[config.mk]
export PLATFORM = sky130hd
export DESIGN_NAME = seg7_display_arbiter
export DESIGN_NICKNAME = d
export VERILOG_FILES = /design/src/rtl/seg7_arb_pkg.sv /design/src/rtl/seg7_display_arbiter_rr_pick.sv /design/src/rtl/seg7_display_arbiter.sv
export SDC_FILE = /design/constraint.sdc
export NUM_CORES = 1
export LEC_CHECK = 0
export ABC_AREA = 1
export CAP_MARGIN = 10
export CORE_AREA = 10 10 99 66
export CTS_CLUSTER_SIZE = 28
export DETAILED_ROUTE_END_ITERATION = 7
export DIE_AREA = 0 0 109 76
export PLACE_DENSITY = 0.81
export SLEW_MARGIN = 40
export SYNTH_ARGS = -nofsm -noshare
export SYNTH_HDL_FRONTEND = slang
export SYNTH_HIERARCHICAL = 1
export SYNTH_SLANG_ARGS = --single-unit
export TNS_END_PERCENT = 30
[constraint.sdc]
create_clock -name clk -period 2.3 [get_ports clk]
set_input_delay 0.69 -clock clk [delete_from_list [all_inputs] [get_ports clk]]
set_output_delay 0.69 -clock clk [all_outputs]
set_load 0.01 [all_outputs]
[src/rtl/seg7_arb_pkg.sv]
// seg7_arb_pkg: shared types and constants for the seven-segment display arbiter
package seg7_arb_pkg;
  typedef enum logic [1:0] {IDLE, SHOW, GAP} state_t;
  localparam int CNT_W = 24;
  localparam int DIGIT_W = 4;
  localparam logic [DIGIT_W-1:0] BLANK_CODE = 4'h0;
endpackage

[src/rtl/seg7_display_arbiter_rr_pick.sv]
// rr_pick: combinational round-robin picker searching from last+1 modulo N
// Ports: req (request vector), last (previous winner index), gnt (one-hot winner),
//        idx (winner index), any (a winner exists), upd (winner may advance last).
// Macro SEG7_ARB_PRIO0_EN: requester 0 wins outright and never moves last;
//        the others stay round-robin among themselves.
module rr_pick #(
  parameter int N = 4,
  parameter int IW = $clog2(N)
) (
  input  logic [N-1:0]  req,
  input  logic [IW-1:0] last,
  output logic [N-1:0]  gnt,
  output logic [IW-1:0] idx,
  output logic          any,
  output logic          upd
);
`ifdef SEG7_ARB_PRIO0_EN
  localparam logic [N-1:0] RR_MASK = {{(N-1){1'b1}}, 1'b0};
`else
  localparam logic [N-1:0] RR_MASK = '1;
`endif
  logic [N-1:0] rr_req;
  logic [IW-1:0] pos;
  logic rr_any;
  assign rr_req = req & RR_MASK;
  always_comb begin
    idx = '0;
    pos = '0;
    rr_any = 1'b0;
    for (int k = 1; k <= N; k++) begin
      pos = IW'((int'(last) + k) % N);
      if (!rr_any && rr_req[pos]) begin
        rr_any = 1'b1;
        idx = pos;
      end
    end
`ifdef SEG7_ARB_PRIO0_EN
    if (req[0]) idx = '0;
    any = rr_any || req[0];
    upd = rr_any && !req[0];
`else
    any = rr_any;
    upd = rr_any;
`endif
    gnt = any ? N'(1) << idx : '0;
  end
endmodule

[src/rtl/seg7_display_arbiter.sv]
// seg7_display_arbiter: shares one seven-segment digit between requesters, round-robin
// Ports: clk, reset (sync, active-high); req/req_digit from requesters;
//        grant (one-hot during SHOW), done (pulse on first GAP cycle);
//        digit/blank to the seg7 decoder; busy high in SHOW or GAP.
// Macro SEG7_ARB_PRIO0_EN (in rr_pick): requester 0 gets fixed top priority.
module seg7_display_arbiter
  import seg7_arb_pkg::*;
#(
  parameter int NUM_REQ = 4,
  parameter int HOLD_COUNT = 10_000_000,
  parameter int GAP_COUNT = 1_000_000
) (
  input  logic                   clk,
  input  logic                   reset,
  input  logic [NUM_REQ-1:0]     req,
  input  logic [4*NUM_REQ-1:0]   req_digit,
  output logic [NUM_REQ-1:0]     grant,
  output logic [NUM_REQ-1:0]     done,
  output logic [DIGIT_W-1:0]     digit,
  output logic                   blank,
  output logic                   busy
);
  localparam int IW = $clog2(NUM_REQ);
  localparam logic [CNT_W-1:0] HOLD_LAST = CNT_W'(HOLD_COUNT - 1);
  localparam logic [CNT_W-1:0] GAP_LAST = CNT_W'(GAP_COUNT - 1);
  state_t state, state_n;
  logic [CNT_W-1:0] cnt, cnt_n;
  logic [NUM_REQ-1:0] grant_n, done_n, pick;
  logic [DIGIT_W-1:0] digit_n;
  logic blank_n, busy_n, pick_any, pick_upd, arb;
  logic [IW-1:0] last, last_n, pick_idx;
  rr_pick #(.N(NUM_REQ), .IW(IW)) u_pick (
    .req(req),
    .last(last),
    .gnt(pick),
    .idx(pick_idx),
    .any(pick_any),
    .upd(pick_upd)
  );
  always_ff @(posedge clk) begin
    if (reset) begin
      state <= IDLE;
      cnt <= '0;
      grant <= '0;
      done <= '0;
      digit <= BLANK_CODE;
      blank <= 1'b1;
      busy <= 1'b0;
      last <= IW'(NUM_REQ - 1);
    end else begin
      state <= state_n;
      cnt <= cnt_n;
      grant <= grant_n;
      done <= done_n;
      digit <= digit_n;
      blank <= blank_n;
      busy <= busy_n;
      last <= last_n;
    end
  end
  // Arbitration happens in IDLE and on the final GAP cycle, so a held request
  // goes straight back to SHOW without passing through IDLE.
  always_comb begin
    state_n = state;
    cnt_n = cnt + CNT_W'(1);
    grant_n = grant;
    done_n = '0;
    digit_n = digit;
    blank_n = blank;
    busy_n = busy;
    last_n = last;
    arb = (state == IDLE) || (state == GAP && cnt == GAP_LAST);
    if (state == SHOW && cnt == HOLD_LAST) begin
      state_n = GAP;
      cnt_n = '0;
      grant_n = '0;
      done_n = grant;
      blank_n = 1'b1;
    end
    if (arb) begin
      state_n = pick_any ? SHOW : IDLE;
      cnt_n = '0;
      grant_n = pick;
      digit_n = pick_any ? req_digit[pick_idx*DIGIT_W +: DIGIT_W] : digit;
      blank_n = !pick_any;
      busy_n = pick_any;
      last_n = pick_upd ? pick_idx : last;
    end
  end
endmodule

==> out/metrics.cfg, run 1 <==
[clock_tree]
cts_tree=yes
clock_sinks=42
cts-htree-levels=2
numCtsBuffers=5
insertion_delay_ns=0.29
cts_max_path_buffers=2
cts-root-buf=clkbuf_8
clkTransAtPathRegs_ns=0.07

[timing]
slew_headroom_pct=76.3
skew_ns=0.00205
worst_pin_slew_ns=0.355
fmax_mhz=458
slew_violations=0
hold_viol=0
post-route-min-period_ns=2.18
setup_viol=0
rsz0062_at_grt=false
min_period_over_period_pct=94.9

[die]
dieArea_um2=8280
die_h_um=76
io_pins=36
dieWidth_um=109
fp-row-count=20
start_util_pct=51.3
fp.coreArea_um2=4830

[synth]
synth_area_um2=2480
ys_ff_latch=42
synth-simple-area-share_pct=45.9
synth_common_cells=nand2_1, nor2_1, inv_1
synth_compound_area_share_pct=5.05
synth_area_leader_cell=dfxtp_1
ys_seq_area_share_pct=34.0
synth-main-ff-cell=dfxtp_1
syn_inst=382
syn_avg_cell_area_um2=6.48
synthMuxAreaShare_pct=0
synth-edff-count=0
synth.distinct_cells=28
synth_area_leaders=dfxtp_1, nand2_1, nor2_1, inv_1, nand4_1
synthXorXnorAreaFrac_pct=2.83
synth_top_family_by_area=simple AND/OR/NAND/NOR gates
synthMostInstantiatedCell=nand2_1
ys_async_sr_fraction_pct=0
yosysTopAreaCellShare_pct=34.0
synthAdderAreaFrac_pct=0.505
syn-num-nets=405
ys.warnings.count=6

[detailed_routing]
drtPass1Iterations=5
drt-total-wl_um=6330
drt-initial-drc-count=193
detail-route-antenna-nets=0
wl_per_cell_um=12.5
vias=2520
drc=0
via_per_inst=4.99

[worst_setup_path]
path_class=in -> reg
cp_max_fo=4
worstSetupStartpointType=input port
endpoint_kind=flop
worstPathRequired_ns=2.49
reg2reg_slack_ns=0.14
cp.arrival_ns=2.37

[finish]
finalCoreUtilization_pct=65.6
syn_to_final_growth_pct=27.9
nNetsFinal=461
final_cell_count_no_fill=505
layout-drive-gt1-share_pct=18.5
n_antenna_cell=0

[place]
routabilityCongestion=0.906
hpwl_um=4810
place_inst=492
io_buffers=35

[global_routing]
grt_usage_pct=14.8
grt_pass1_vias=2210
grt_pass1_wl_um=10300
grt_max_degree=25
grt_remaining_overflow=0
antenna_found_initial=0

[power]
p_leak_uw=0.00140
powerDensity_nw_per_um2=1110
irDropWorstVdd_mv=0.798

[job]
maxCapViolCount=0

[hold_path]
hold_class=reg -> reg

[run_status]
status=complete, no violations

cells by family after synthesis:
group           count (synthesis)
compound gates                 24
xor+xnor                        8
simple gates                  240
buf+inv                        67
flops                          42
fa+ha+maj                       1
area by class of cell:
class                      count  area, um^2
clock buffer                   7        86.3
clock inverter                 1        5.00
fill                         420        1660
inverter                      60         233
multi-input combinational    273        1390
sequential                    42         842
tap                           66        82.6
timing repair buffer          56         527
critical path, stage by stage:
cell	delay, ns
clkdlybuf4s15_1	0.20
inv_1	0.06
nand2_1	0.08
nand3_2	0.09
nand2_2	0.09
nand3_1	0.10
nand2_1	0.09
nand2_2	0.09
nand3_4	0.12
buf_4	0.18
nor2_1	0.09
nor2_1	0.05
o21ai_0	0.10
nand2_1	0.09
inv_1	0.06
nand4_1	0.09
nand2_1	0.08
nor2_1	0.05
per-layer routing:
metal	vias to the layer above	part of all wire [%]	track usage (%)
li1	1304	-	-
met3	4	9.5	5.91
met5	-	0	0
met4	0	0.51	2.36
met2	90	41	20.0
met1	1122	49	21.4
through the flow:
step                      setup TNS (ns)  setup slack, ns  hold slack [ns]  total power [uW]  cell area, um^2
after CTS                              0            0.106            0.451              3360             3100
after global placement             -1.79           -0.366            0.439              2740             2980
after detailed placement           -2.48           -0.458            0.438              2790             2980
after floorplan                        0            0.129            0.429              2130             2480
after global routing                   0          0.00840            0.481              3810             3170
final                                  0            0.117            0.447              3530             3170
repair_timing:
| item | in CTS | in global routing |
|---|---|---|
| endpoints found under the setup margin | 4 | 4 |
| hold buffers | 0 | 0 |
| resized for setup | 9 | 22 |
| buffers inserted | 3 | 2 |
| cloned | 0 | 0 |
| pin swaps | 11 | 20 |
flip-flops by register name, indices dropped and copies added, names as in the netlist:
| name | cells |
|---|---|
| done | 4 |
| last | 2 |
| grant | 4 |
| cnt | 24 |
| busy | 1 |
| blank | 1 |
| digit | 4 |
| state | 2 |
path summary, 6_finish.rpt:
check,start,endpoint,cells past startpoint
worst min-delay path,grant[3],done[3],2
worst max-delay path,req[3],digit[1],18
worst min register to register,grant[3],done[3],2
worst max register to register,last[0],digit[1],17
cells in the final DEF, fill, tap and decap left out, types with 9 or more instances in the layout:
cell             synthesis  layout
clkdlybuf4s50_1          0      31
nand2_2                 10      11
nand2_1                 90      87
nor2_1                  69      66
o21ai_0                 12       9
inv_1                   51      49
nand3_1                 20      18
dfxtp_1                 42      41
buf_4                    1      17
a21oi_1                 10      10
nand4_1                 19      19
report_power, final:
part / total, uW / internal (uW) / switching, uW / leakage [uW]
sequential: 922 / 832 / 89.9 / 0.000341
combinational: 2130 / 927 / 1200 / 0.00101
clock: 479 / 242 / 237 / 0.0000482
Power figures use the tool's default switching activity.
==> run 2, diff against run 1 <==
CAP_MARGIN = 40   (was 10)
==> results of run 2 <==
No change in the layout: final DEF, timing and power equal those of run 1.
